--- src/rtl/ram_ctrl_pkg.sv ---
// rtl/ram_ctrl_pkg.sv - shared types and constants for the bit-RAM word controller
//
// Purpose: controller state encoding, request op encodings and word-width helper.
package ram_ctrl_pkg;

  typedef enum logic [1:0] {
    ST_IDLE  = 2'd0,
    ST_WRITE = 2'd1,
    ST_READ  = 2'd2,
    ST_RESP  = 2'd3
  } state_e;

  localparam int ADDR_W_DEF = 2;
  localparam int DEPTH      = 1 << ADDR_W_DEF;

  localparam logic OP_READ  = 1'b0;
  localparam logic OP_WRITE = 1'b1;

  // One RAM bit per address, so the word width equals the address space size.
  function automatic int depth_of(input int addr_w);
    return 1 << addr_w;
  endfunction

endpackage

--- src/rtl/ram_rd_align.sv ---
// rtl/ram_rd_align.sv - delays read-issue tags so they line up with RAM read data
//
// Purpose: RD_LAT-deep shift line of {valid, index}; RD_LAT=0 is a pass-through.
// Ports:
//   clk, rst_n  clock, async active-low reset
//   issue_i     a read strobe is on the RAM this cycle
//   idx_i       address of that read
//   cap_en_o    ram_dout carries a requested bit this cycle
//   cap_idx_o   word bit index that ram_dout belongs to
module ram_rd_align #(
  parameter int ADDR_W = 2,
  parameter int RD_LAT = 1
) (
  input  logic              clk,
  input  logic              rst_n,
  input  logic              issue_i,
  input  logic [ADDR_W-1:0] idx_i,
  output logic              cap_en_o,
  output logic [ADDR_W-1:0] cap_idx_o
);

  if (RD_LAT == 0) begin : g_pass
    assign cap_en_o  = issue_i;
    assign cap_idx_o = idx_i;
  end else begin : g_line
    logic              vld_q [RD_LAT];
    logic [ADDR_W-1:0] idx_q [RD_LAT];

    always_ff @(posedge clk or negedge rst_n) begin
      if (!rst_n) begin
        for (int s = 0; s < RD_LAT; s++) begin
          vld_q[s] <= 1'b0;
          idx_q[s] <= '0;
        end
      end else begin
        vld_q[0] <= issue_i;
        idx_q[0] <= idx_i;
        for (int s = 1; s < RD_LAT; s++) begin
          vld_q[s] <= vld_q[s-1];
          idx_q[s] <= idx_q[s-1];
        end
      end
    end

    assign cap_en_o  = vld_q[RD_LAT-1];
    assign cap_idx_o = idx_q[RD_LAT-1];
  end

endmodule

--- src/rtl/ram_word_ctrl.sv ---
// rtl/ram_word_ctrl.sv - serialises word read/write requests onto a bit-wide RAM
//
// Purpose: accepts a word request, performs one RAM bit access per address,
// returns the word (read data or write echo) on a response handshake.
// Ports:
//   clk, rst_n                       clock, async active-low reset
//   req_valid/req_ready              request handshake
//   req_write, req_wdata             op (1 = write) and write word
//   rsp_valid/rsp_ready, rsp_rdata   response handshake and word
//   busy                             controller not idle
//   ram_a/ram_wr/ram_din/ram_rd      RAM address, write strobe, write bit, read strobe
//   ram_dout                         RAM read bit
module ram_word_ctrl
  import ram_ctrl_pkg::*;
#(
  parameter int ADDR_W = 2,
  parameter int RD_LAT = 1
) (
  input  logic                 clk,
  input  logic                 rst_n,
  input  logic                 req_valid,
  output logic                 req_ready,
  input  logic                 req_write,
  input  logic [2**ADDR_W-1:0] req_wdata,
  output logic                 rsp_valid,
  input  logic                 rsp_ready,
  output logic [2**ADDR_W-1:0] rsp_rdata,
  output logic                 busy,
  output logic [ADDR_W-1:0]    ram_a,
  output logic                 ram_wr,
  output logic                 ram_din,
  output logic                 ram_rd,
  input  logic                 ram_dout
);

  localparam int NBITS = depth_of(ADDR_W);
  // Counters are one bit wider than the address so "all done" is count == NBITS.
  localparam logic [ADDR_W:0] CNT_END = {1'b1, {ADDR_W{1'b0}}};

  state_e            state_q;
  logic [ADDR_W:0]   iss_cnt_q;   // address currently on the RAM (write or read issue)
  logic [ADDR_W:0]   cap_cnt_q;   // read bits captured so far
  logic [NBITS-1:0]  data_q;      // write word, or read word being assembled
  logic [ADDR_W-1:0] ram_a_q;
  logic              ram_wr_q;
  logic              ram_din_q;
  logic              ram_rd_q;
  logic              rsp_valid_q;

  logic              cap_en;
  logic [ADDR_W-1:0] cap_idx;
  logic [ADDR_W:0]   iss_cnt_d;
  logic [ADDR_W:0]   cap_cnt_d;
  logic [NBITS-1:0]  data_d;

  ram_rd_align #(
    .ADDR_W (ADDR_W),
    .RD_LAT (RD_LAT)
  ) u_align (
    .clk       (clk),
    .rst_n     (rst_n),
    .issue_i   (ram_rd_q),
    .idx_i     (ram_a_q),
    .cap_en_o  (cap_en),
    .cap_idx_o (cap_idx)
  );

  assign iss_cnt_d = iss_cnt_q + 1'b1;
  assign cap_cnt_d = cap_cnt_q + 1'b1;

  always_comb begin
    data_d          = data_q;
    data_d[cap_idx] = ram_dout;
  end

  always_ff @(posedge clk or negedge rst_n) begin
    if (!rst_n) begin
      state_q     <= ST_IDLE;
      iss_cnt_q   <= '0;
      cap_cnt_q   <= '0;
      data_q      <= '0;
      ram_a_q     <= '0;
      ram_wr_q    <= 1'b0;
      ram_din_q   <= 1'b0;
      ram_rd_q    <= 1'b0;
      rsp_valid_q <= 1'b0;
    end else begin
      case (state_q)
        ST_IDLE: begin
          if (req_valid) begin
            iss_cnt_q <= '0;
            cap_cnt_q <= '0;
            ram_a_q   <= '0;
            case (req_write)
              OP_WRITE: begin
                state_q   <= ST_WRITE;
                data_q    <= req_wdata;
                ram_wr_q  <= 1'b1;
                ram_din_q <= req_wdata[0];
              end
              OP_READ: begin
                state_q  <= ST_READ;
                data_q   <= '0;
                ram_rd_q <= 1'b1;
              end
            endcase
          end
        end

        ST_WRITE: begin
          if (iss_cnt_d == CNT_END) begin
            state_q     <= ST_RESP;
            ram_wr_q    <= 1'b0;
            ram_din_q   <= 1'b0;
            rsp_valid_q <= 1'b1;
          end else begin
            iss_cnt_q <= iss_cnt_d;
            ram_a_q   <= iss_cnt_d[ADDR_W-1:0];
            ram_din_q <= data_q[iss_cnt_d[ADDR_W-1:0]];
          end
        end

        ST_READ: begin
          // Issue side: ram_a holds the last address once all reads are out.
          if (ram_rd_q) begin
            if (iss_cnt_d == CNT_END) begin
              ram_rd_q <= 1'b0;
            end else begin
              iss_cnt_q <= iss_cnt_d;
              ram_a_q   <= iss_cnt_d[ADDR_W-1:0];
            end
          end
          // Capture side: runs RD_LAT cycles behind the issue side.
          if (cap_en) begin
            data_q    <= data_d;
            cap_cnt_q <= cap_cnt_d;
            if (cap_cnt_d == CNT_END) begin
              state_q     <= ST_RESP;
              ram_rd_q    <= 1'b0;
              rsp_valid_q <= 1'b1;
            end
          end
        end

        ST_RESP: begin
          if (rsp_ready) begin
            state_q     <= ST_IDLE;
            rsp_valid_q <= 1'b0;
            ram_a_q     <= '0;
          end
        end

        default: state_q <= ST_IDLE;
      endcase
    end
  end

  assign req_ready = (state_q == ST_IDLE);
  assign busy      = (state_q != ST_IDLE);
  assign rsp_valid = rsp_valid_q;
  assign rsp_rdata = data_q;
  assign ram_a     = ram_a_q;
  assign ram_wr    = ram_wr_q;
  assign ram_din   = ram_din_q;
  assign ram_rd    = ram_rd_q;

endmodule

--- config.mk ---
export PLATFORM = sky130hd
export DESIGN_NAME = ram_word_ctrl
export DESIGN_NICKNAME = d
export VERILOG_FILES = /design/src/rtl/ram_ctrl_pkg.sv /design/src/rtl/ram_rd_align.sv /design/src/rtl/ram_word_ctrl.sv
export SDC_FILE = /design/constraint.sdc
export NUM_CORES = 1
export LEC_CHECK = 0
export ABC_AREA = 0
export CORE_ASPECT_RATIO = 0.5
export CORE_MARGIN = 2
export CORE_UTILIZATION = 30
export DETAILED_ROUTE_END_ITERATION = 7
export GPL_TIMING_DRIVEN = 1
export PLACE_DENSITY_LB_ADDON = 0.15
export SLEW_MARGIN = 20
export SYNTH_ARGS = -nofsm -noshare
export SYNTH_HDL_FRONTEND = slang
export SYNTH_SLANG_ARGS = --single-unit
--- constraint.sdc ---
create_clock -name clk -period 2.4 [get_ports clk]
set_clock_uncertainty 0.05 [all_clocks]
set_input_delay 0.48 -clock clk [delete_from_list [all_inputs] [get_ports clk]]
set_output_delay 0.48 -clock clk [all_outputs]
set_load 0.1 [all_outputs]
**Yosys cells after proc, flatten, opt, wreduce, memory -nomap -nowiden**

Index checks and enable logic that the tools add are counted.

- Bits in registers: 21
- Output and inout bits: 12
- Memory bits (writable): 0
- Word-level logic and storage cells: 91
- Latch bits: 0
- ROM bits: 0
- Bits of input ports: 10
- Memories: 0

- Muxes and demuxes: 46
- Divide/modulo/power cells: 0
- Eq/ne operators: 13
- Shift operators: 0
- $lt $le $gt $ge: 3
- Add/subtract/negate cells: 2
- $mul: 0
- Reduce and logical (&&, ||, !) cells: 15
- Bitwise logic cells: 1

Operators with widths:

| operator | count |
|---|---|
| two-way mux 1 bit | 18 |
| two-way mux 2 bit | 8 |
| case mux 2 bit (4 select lines) | 2 |
| case mux 4 bit (2 select lines) | 2 |
| AND reduction 3 bit | 5 |
| two-way mux 3 bit | 4 |
| inequality test 2 bit, second input constant | 6 |
| AND reduction 5 bit | 2 |
| case mux 3 bit (3 select lines) | 1 |
| two-way mux 4 bit | 2 |
| adder 3 x 1 -> 3 bit, second input constant | 2 |
| equality test 3 bit, second input constant | 2 |
| less-than comparator 2 x 3 -> 1 bit, second input constant | 2 |
| case mux 1 bit (2 select lines) | 3 |
| case mux 3 bit (2 select lines) | 1 |
| nonzero test 2 bit | 3 |
| nonzero test 3 bit | 2 |
| bitwise mux 4 bit | 1 |
| equality test 2 bit, second input constant | 2 |
| inequality test 2 x 1 -> 1 bit, second input constant | 2 |
| case mux 2 bit (2 select lines) | 1 |
| AND reduction 4 bit | 1 |
| case mux 1 bit (3 select lines) | 1 |
| binary-select mux 1 bit (select 2 bit) | 1 |
| other kinds (6) | 6 |

**Logic depth before layout (Yosys ltp)**

Gate-level depths: netlist (run 1).

- Depth after elaboration: 7
- Gate-level depth with buffers: 8
- Mapped depth without buffers: 6

**Cells and area by module**

Synthesis (run 1) repeated with hierarchy kept, for this count alone.

- Cell total of the unflattened synthesis: 128
- Area total of the unflattened synthesis: 1263.7 µm²

By module, submodules not included:

| module | area an instance (µm²) | cells an instance | times used | sequential area each (µm²) |
|---|---|---|---|---|
| ram_word_ctrl | 1188.6 | 125 | 1 | 450.4 |
| ram_rd_align | 75.1 | 3 | 1 | 75.1 |

**Least setup slack after synthesis (run 1)**

No wires, ideal clock.

- Kind: register to register
- From: register state_q[0]
- To: register cap_cnt_q[2]
- Library setup time: 0.121 ns
- Period minus slack after synthesis: 3.041 ns
- Stages on the path, launching flop included: 8
- Setup slack: -0.641 ns
- Required time: 2.229 ns
- Buffers on the path: 1
- Arrival time: 2.870 ns
- Path through: dfrtp_1 inv_1 ha_1 inv_1 o21ai_1 buf_2 o21ai_0 a22o_1

- Cells in the longest elaborated chain, start to end: 3
- Elaborated cells on any way between the ends: 7
- Classes of those cells: 3 x eq/ne; 1 x mux; 3 x reduce/logical

Ends and longest elaborated chain:

| item | line | text |
|---|---|---|
| from (decl) | ram_word_ctrl.sv:40 | `state_e state_q;` |
| from (signal assigned) | ram_word_ctrl.sv:78 | `state_q <= ST_IDLE;` |
| from (signal assigned) | ram_word_ctrl.sv:96 | `state_q <= ST_WRITE;` |
| from (signal assigned) | ram_word_ctrl.sv:102 | `state_q <= ST_READ;` |
| zero test 2 bit * | n/a |  |
| net req_ready | ram_word_ctrl.sv:22 | `output logic req_ready,` |
| inequality test 2 bit (no source line) / nonzero test 2 bit (equally long branches) | n/a |  |
| AND reduction 3 bit (no source line) | n/a |  |
| to (signal assigned) | ram_word_ctrl.sv:136 | `cap_cnt_q <= cap_cnt_d;` |
| to (decl) | ram_word_ctrl.sv:42 | `logic [ADDR_W:0] cap_cnt_q;` |

The timed path passes the listed nets; every way through them passes the cells marked *.
A chain may end at the register's enable or synchronous reset.

**Worst setup path after layout (run 1)**

- From: register state_q[0]
- To: output busy

- Cells in the longest elaborated chain, start to end: 1

Ends and longest elaborated chain:

| item | line | text |
|---|---|---|
| nonzero test 2 bit | ram_word_ctrl.sv:159 | `assign busy = (state_q != ST_IDLE);` |
| to (decl) | ram_word_ctrl.sv:28 | `output logic busy,` |

Every way passes these cells.

==> results of run 1 <==
cells in the mapped netlist (all sizes together):
cell | number | area (µm²)
mux4 | 1 | 22.5
o21ai | 10 | 50.0
xor2 | 1 | 16.3
mux2 | 3 | 33.8
or3 | 2 | 12.5
mux2i | 3 | 30.0
a2111o | 1 | 11.3
dfrtp | 21 | 526
nand3 | 1 | 5.00
a22o | 13 | 115
clkbuf | 2 | 7.51
a31o | 1 | 8.76
a31oi | 1 | 6.26
nor2b | 4 | 25.0
o31ai | 3 | 22.5
o22ai | 2 | 12.5
and2 | 1 | 7.51
a21boi | 2 | 15.0
a2111oi | 1 | 8.76
inv | 9 | 33.8
o21a | 1 | 7.51
buf | 2 | 10.0
a21o | 2 | 15.0
nand4 | 1 | 6.26
a22oi | 2 | 15.0
nor3 | 2 | 10.0
nand2b | 5 | 31.3
ha | 9 | 113
nand2 | 10 | 37.5
a211o | 1 | 10.0
and3 | 1 | 7.51
a21oi | 6 | 33.8
worst max path at each step:
stage,end,slack [ns],depth (start not counted)
2_1_floorplan,cap_cnt_q[2],0.02,7
3_3_place_gp,iss_cnt_q[2],0.42,4
3_5_place_dp,iss_cnt_q[2],0.40,4
4_1_cts,busy,0.40,4
5_1_grt,state_q[0],0.31,5
6_report,busy,0.41,4
per-layer routing:
layer / wire length [µm] / vias to the layer above / global-route usage
met4: 14 / 0 / 0.0286
met3: 127 / 2 / 0.0443
met2: 1260 / 17 / 0.197
met1: 1510 / 492 / 0.192
met5: 0 / - / 0
li1: - / 506 / -
area by class of cell:
class	count	area (µm²)	area share
flip-flops and latches	21	526	0.327
well taps	54	67.6	0.0421
repair buffers	24	228	0.142
inverters	9	37.5	0.0234
multi-input cells	90	702	0.437
clock buffers	4	45.0	0.0281
flip-flops by register name (all words and copies together) (netlist names):
register and cells:
rsp_rdata 4, cap_cnt_q 3, iss_cnt_q 3, ram_a 2, state_q 2, u_align.cap_idx_o 2
ram_din 1, ram_rd 1, ram_wr 1, rsp_valid 1, u_align.cap_en_o 1
through the flow:
step	area (µm²)	instances	utilization	setup slack [ns]	hold slack (ns)
final	1610	202	0.403	0.407	0.387
after global routing	1610	202	0.403	0.308	0.406
after CTS	1610	202	0.403	0.403	0.395
after detailed placement	1560	198	0.392	0.400	0.377
after global placement	1560	198	0.392	0.418	0.369
after floorplan	1280	124	-	0.0209	0.134
logic make-up after synthesis:
family          count (synthesis)  share of synthesized area
flops                          21                      0.415
fa+ha+maj                       9                     0.0889
simple gates                   27                      0.113
mux                             7                     0.0682
xor+xnor                        1                     0.0128
compound gates                 46                      0.262
buf+inv                        13                     0.0405
==> impl_metrics.tcl, run 1 <==
set metrics [dict create \
    grt_pass1_wl_um 4860 \
    wl_per_cell_um 14.4 \
    critPathKind "flip-flop to output port" \
    nFillCells 386 \
    cts_resized 0 \
    required_ns 1.87 \
    ys_seq_area_frac 0.415 \
    dieArea_mm2 0.00479 \
    synth_area_mm2 0.00127 \
    final_common_cell "dfrtp_1" \
    drive_gt1_frac 0.203 \
    rows 16 \
    syn_nets 143 \
    clkTransAtPathRegs_ns 0.08 \
    min_path_type "flip-flop to flip-flop" \
    drt_first_pass_iters 4 \
    portBuffers 21 \
    ys_ff_latch 21 \
    setup_viol 0 \
    yosysWarnings 0 \
    clkLatencyLatePin_ns 0.26 \
    grt_pass1_vias 949 \
    worstSetupStartpointType "flip-flop" \
    hold_viol 0 \
    cts_buffer_depth 2 \
    min_from "ram_a[0]" \
    vias_per_cell 5.03 \
    post-route-min-period_ns 1.99 \
    critical_path_arrival_ns 1.46 \
    critical-path-slowest-cell "dfrtp_1" \
    max_stage_delay_ns 0.43 \
    relSlewSlack 0.752 \
    hold_end "u_align.cap_idx_o[0]" \
    hold_depth 0 \
    final_cell_mix "21 x dfrtp_1, 13 x buf_4, 12 x a22o_1, 10 x nand2_1" \
    io_pins 22 \
    n_antenna_cell 0 \
    timing.rr.end "rsp_rdata[1]" \
    grt_usage 0.135 \
    cts_hold_buffers 0 \
    overflow 0 \
    die_w_um 95.9 \
    final_nets 168 \
    maxCapViolCount 0 \
    drc 0 \
    cts_tree "yes" \
    synth_cell_types 37 \
    worstPathMaxFanout 14 \
    rsz0062_at_grt "false" \
    tns_ns 0 \
    grt_start_max_net_pins 22 \
    gp_congestion 0.756 \
    fmaxAchievable_ghz 0.502 \
    cp_cell_sequence "inv_1 > ha_4 > clkinvlp_4 > buf_12" \
    die_y_um 49.9 \
    slew_viol_final 0 \
    ff2ff_setup_slack_ns 0.47 \
    synth_area_per_cell_um2 10.2 \
    critPathTopFamily "buffers and inverters" \
    clock-sinks 21 \
    status "finished, final reports clean" \
    first_iter_violations 51 \
    startpoint "state_q[0]" \
    cts_buffers 3 \
    syn_inst 124 \
    critPathBufInv 3 \
    core_mm2 0.00398 \
    vias 1017 \
    htreeDepth 1 \
    fin_crit_sh 0.831 \
    antenna_found_initial 0 \
    area_growth_syn_to_layout_pct 26.8 \
    drt-total-wl_um 2910 \
    initial_core_util 0.318 \
    dpl.hpwl_um 2190 \
    end_kind "output port" \
    worst_pin_slew_ns 0.363 \
    post_cts_buffers 0 \
    reg2reg_depth 7 \
    drtAntennaViolNets 0 \
    root_buffer "clkbuf_8" \
    worstReg2RegStart "state_q[0]" \
]
Power of run 1 is left out: the tool's default activity adds up to more than one toggle a clock period on the data nets, which glitch-free logic cannot reach.
==> run 2: changes to the inputs <==
Clock period 2.4 ns to 1.6 ns, I/O delays scaled along.
==> impl_metrics.tcl, run 2 (synthesis results as in run 1) <==
set metrics [dict create \
    crit_path_frequent_cell "buf_6" \
    multiInputGateArea_um2 795 \
    final-seq-area_um2 532 \
    antenna_found_initial 0 \
    ir_drop_mv 0.874 \
    critical_path_arrival_ns 1.35 \
    clockPowerShare 0.075 \
    die_w_um 95.9 \
    htreeDepth 1 \
    clkLatencyLatePin_ns 0.26 \
    required_ns 1.23 \
    vias_per_cell 4.89 \
    drtAntennaViolNets 0 \
    first_iter_violations 38 \
    wl_met3_um 131 \
    clock-sinks 21 \
    drt-total-wl_um 3110 \
    worstPathMaxFanout 5 \
    dpl.hpwl_um 2450 \
    dieArea_mm2 0.00479 \
    nFillCells 377 \
    critPathBufInv 5 \
    worst_pin_slew_ns 0.284 \
    slew_viol_final 0 \
    maxCapViolCount 0 \
    io_pins 22 \
    p_sw_frac 0.471 \
    fin_crit_sh 1.07 \
    post-route-min-period_ns 1.72 \
    cellPowerDensity_mw_per_mm2 2310 \
    critical-path-slowest-cell "dfrtp_1" \
    grt_pass1_wl_um 5130 \
    violations "setup timing" \
    critPathKind "flip-flop to output port" \
    clkTransAtPathRegs_ns 0.08 \
    grt_start_max_net_pins 22 \
    final_cell_mix "26 x buf_4, 16 x dfrtp_1, 12 x a22o_1, 12 x buf_12, 10 x nand2_1" \
    die_y_um 49.9 \
    dp_slack_ns -0.132 \
    end_kind "output port" \
    internal_power_mw 2.49 \
    drt_first_pass_iters 4 \
    area_growth_syn_to_layout_pct 60.9 \
    grt_usage 0.142 \
    rsz0062_at_grt "true" \
    leakage_nw 0.915 \
    core_mm2 0.00398 \
    worstSetupStartpointType "flip-flop" \
    wl_met1_um 1580 \
    dr_wl_met2_um 1380 \
    gp_congestion 0.784 \
    maxUsedRoutingLayer "met4" \
    post_layout_nonfiller_instances 228 \
    grt_pass1_vias 1106 \
    power.net_switching_mw 2.21 \
    final_nets 194 \
    fin_hold_ws_ns 0.351 \
    drive_gt1_frac 0.443 \
    portBuffers 21 \
    fmaxAchievable_ghz 0.582 \
    vias 1114 \
    wl_per_cell_um 13.7 \
    cts_buffers 3 \
    n_antenna_cell 0 \
    drc 0 \
    dpl.cell_count 220 \
    ff2ff_setup_slack_ns -0.10 \
    min_path_type "primary input to async pin" \
    cts_hold_buffers 0 \
    final_common_cell "buf_4" \
    largest_reg_flops 4 \
    hold_viol 0 \
    critPathTopFamily "buffers and inverters" \
    status "complete, but fails checks" \
    root_buffer "clkbuf_8" \
    setup_ws_ns -0.119 \
    relSlewSlack 0.811 \
    pwr-share-comb 0.723 \
    rows 16 \
    cts_buffer_depth 2 \
    setup_viol 15 \
    cp_cell_sequence "inv_2 > buf_6 > ha_4 > clkinvlp_4 > buf_6 > buf_12" \
    max_stage_delay_ns 0.39 \
    cts_tree "yes" \
    initial_core_util 0.318 \
    power_frac_seq 0.202 \
    overflow 0 \
]
[run 2: changes by cell type in the layout (fill, tap and decap cells not counted), sizes merged]
cell / previous run / this run
clkinv: 0 / 1
buf: 15 / 41
clkbuf: 4 / 3
[run 2: power by group through the flow]
stage          Clock [mW]  Sequential [mW]  Combinational [mW]
6_report            0.352            0.950                3.40
5_1_grt             0.396            0.978                3.62
4_1_cts             0.369            0.951                3.32
3_5_place_dp            0            0.961                3.24
3_3_place_gp            0            0.962                3.21
2_1_floorplan           0             1.54                1.52
[run 2: per-stage QoR]
stage                     TNS, ns  utilization  cell area [µm²]  power [mW]
after floorplan             -4.94            -             1350        3.06
after global placement      -1.07        0.479             1910        4.17
after detailed placement    -1.24        0.479             1910        4.20
after CTS                   -1.15        0.502             2000        4.64
after global routing        -1.95        0.511             2040        4.99
final                      -0.992        0.511             2040        4.70
[run 2: repair_timing]
action                                  4_1_cts  5_1_grt
endpoints found under the setup margin       16       18
gates resized for setup                       7        7
pin swaps                                     7        1
cloned                                        0        0
setup buffers                                 2        2
[run 2: final cells by class]
type | instances | share of cell area
inverter | 9 | 0.0184
clock buffer | 3 | 0.0203
tap | 54 | 0.0332
sequential | 21 | 0.261
clock inverter | 1 | 0.00246
multi-input combinational | 90 | 0.390
timing repair buffer | 50 | 0.275
[run 2: final timing paths]
kind / from / end / depth (start not counted)
worst max register to register: state_q[1] / iss_cnt_q[2] / 4
worst min-delay path: rst_n / state_q[0] / 2
worst min register to register: ram_rd / u_align.cap_en_o / 0
worst max-delay path: state_q[0] / busy / 6
min in group clk: ram_rd / u_align.cap_en_o / 0
max in group asynchronous: rst_n / rsp_rdata[2] / 2
[run 2: layer usage]
metal  vias up  global-route usage
met2        16               0.221
met1       536               0.200
met3         2              0.0382
li1        560                   -
met4         0              0.0214
met5         -                   0
No activity file was read; power rests on OpenSTA's default activity.
==> run 3: changes to the inputs <==
Settings changed: CORE_ASPECT_RATIO 0.5 to unset, CORE_UTILIZATION 30 to 49, CTS_BUF_LIST set to sky130_fd_sc_hd__clkbuf_2 sky130_fd_sc_hd__clkbuf_4 sky130_fd_sc_hd__clkbuf_8.
==> impl_metrics.tcl, run 3 (synthesis results as in run 1) <==
set metrics [dict create \
    status "complete, but fails checks" \
    violations "setup timing" \
    min_path_type "primary input to async pin" \
    drive_gt1_frac 0.538 \
    timing.rr.end "iss_cnt_q[2]" \
    ff2ff_setup_slack_ns -0.16 \
    drt_first_pass_iters 4 \
    htreeDepth 1 \
    dp_slack_ns -0.169 \
    worst_pin_slew_ns 0.379 \
    fin_crit_sh 1.14 \
    cts_buffers 3 \
    die_y_um 54.8 \
    use_met3 0.0328 \
    core_mm2 0.00245 \
    die_w_um 54.8 \
    initial_core_util 0.516 \
    cts_tree "yes" \
    area_growth_syn_to_layout_pct 76.7 \
    dieArea_mm2 0.00301 \
    clkLatencyLatePin_ns 0.31 \
    maxCapViolCount 0 \
    required_ns 1.23 \
    drc 0 \
    cp_cell_sequence "inv_2 > ha_4 > buf_12 > buf_12 > buf_12" \
    vias_per_cell 6.15 \
    max_stage_delay_ns 0.46 \
    clock-sinks 21 \
    final_common_cell "buf_4" \
    worstReg2RegStart "state_q[0]" \
    worstPathMaxFanout 7 \
    n_antenna_cell 0 \
    worstSetupStartpointType "flip-flop" \
    setup_ws_ns -0.219 \
    vias 1317 \
    relSlewSlack 0.745 \
    rsz0062_at_grt "true" \
    use_met1 0.344 \
    first_iter_violations 31 \
    final_cell_mix "24 x buf_4, 15 x dfrtp_1, 14 x buf_12, 13 x buf_6, 12 x a22o_1" \
    critPathBufInv 4 \
    overflow 0 \
    setup_viol 17 \
    dpl.hpwl_um 2560 \
    rows 18 \
    critical-path-slowest-cell "dfrtp_2" \
    reg2reg_depth 7 \
    crit_path_frequent_cell "buf_12" \
    grt_start_max_net_pins 22 \
    cts_hold_buffers 0 \
    grt_pass1_wl_um 5890 \
    startpoint "state_q[1]" \
    antenna_found_initial 0 \
    io_pins 22 \
    drtAntennaViolNets 0 \
    globalRouteMet2Util 0.494 \
    grt_most_used_layer "met2" \
    end_kind "output port" \
    final_nets 204 \
    drt-total-wl_um 4180 \
    critPathTopFamily "buffers and inverters" \
    wl_per_cell_um 19.5 \
    grt_pass1_vias 1263 \
    fmaxAchievable_ghz 0.550 \
    critPathKind "flip-flop to output port" \
    clkTransAtPathRegs_ns 0.13 \
    cts_buffer_depth 2 \
    gp_congestion 0.888 \
    critical_path_arrival_ns 1.45 \
    largest_reg_flops 4 \
    hold_viol 0 \
    slew_viol_final 0 \
    post-route-min-period_ns 1.82 \
    portBuffers 21 \
    worst-path-stages 5 \
    root_buffer "clkbuf_4" \
    grt_usage 0.281 \
    cp-endpoint "req_ready" \
]
-- run 3: repair_timing --
item                                    4_1_cts  5_1_grt
resized for setup                            22       31
setup buffers                                 8        7
pin swaps                                    12       13
endpoints found under the setup margin       17       19
-- run 3: cell type report --
cell class	count	area (µm²)
multi-input cells	90	902
repair buffers	60	699
flip-flops and latches	21	533
fillers	92	218
inverters	9	37.5
well taps	30	37.5
clock buffers	3	22.5
clock inverters	1	5.00
-- run 3: layer usage --
| layer | up-vias | share of wire |
|---|---|---|
| li1 | 582 | - |
| met1 | 655 | 0.40 |
| met2 | 61 | 0.51 |
| met3 | 19 | 0.055 |
| met4 | 0 | 0.038 |
| met5 | - | 0 |
-- run 3: stage by stage --
step / instances / hold slack, ns / area [µm²] / utilization / TNS [ns]
after floorplan: 124 / -0.0256 / 1350 / - / -4.94
after global placement: 196 / 0.418 / 1880 / 0.765 / -1.14
after detailed placement: 196 / 0.414 / 1880 / 0.765 / -1.94
after CTS: 208 / 0.292 / 2060 / 0.840 / -1.40
after global routing: 214 / 0.324 / 2240 / 0.911 / -2.84
final: 214 / 0.279 / 2240 / 0.911 / -2.21
-- run 3: worst min path at each step --
stage / slack (ns) / to / depth (start not counted)
after floorplan: -0.03 / cap_cnt_q[0] / 0
after global placement: 0.42 / u_align.cap_en_o / 0
after detailed placement: 0.41 / u_align.cap_en_o / 0
after CTS: 0.29 / cap_cnt_q[0] / 2
after global routing: 0.32 / cap_cnt_q[1] / 2
final: 0.28 / cap_cnt_q[2] / 2
Power of run 3 is left out for the same reason.
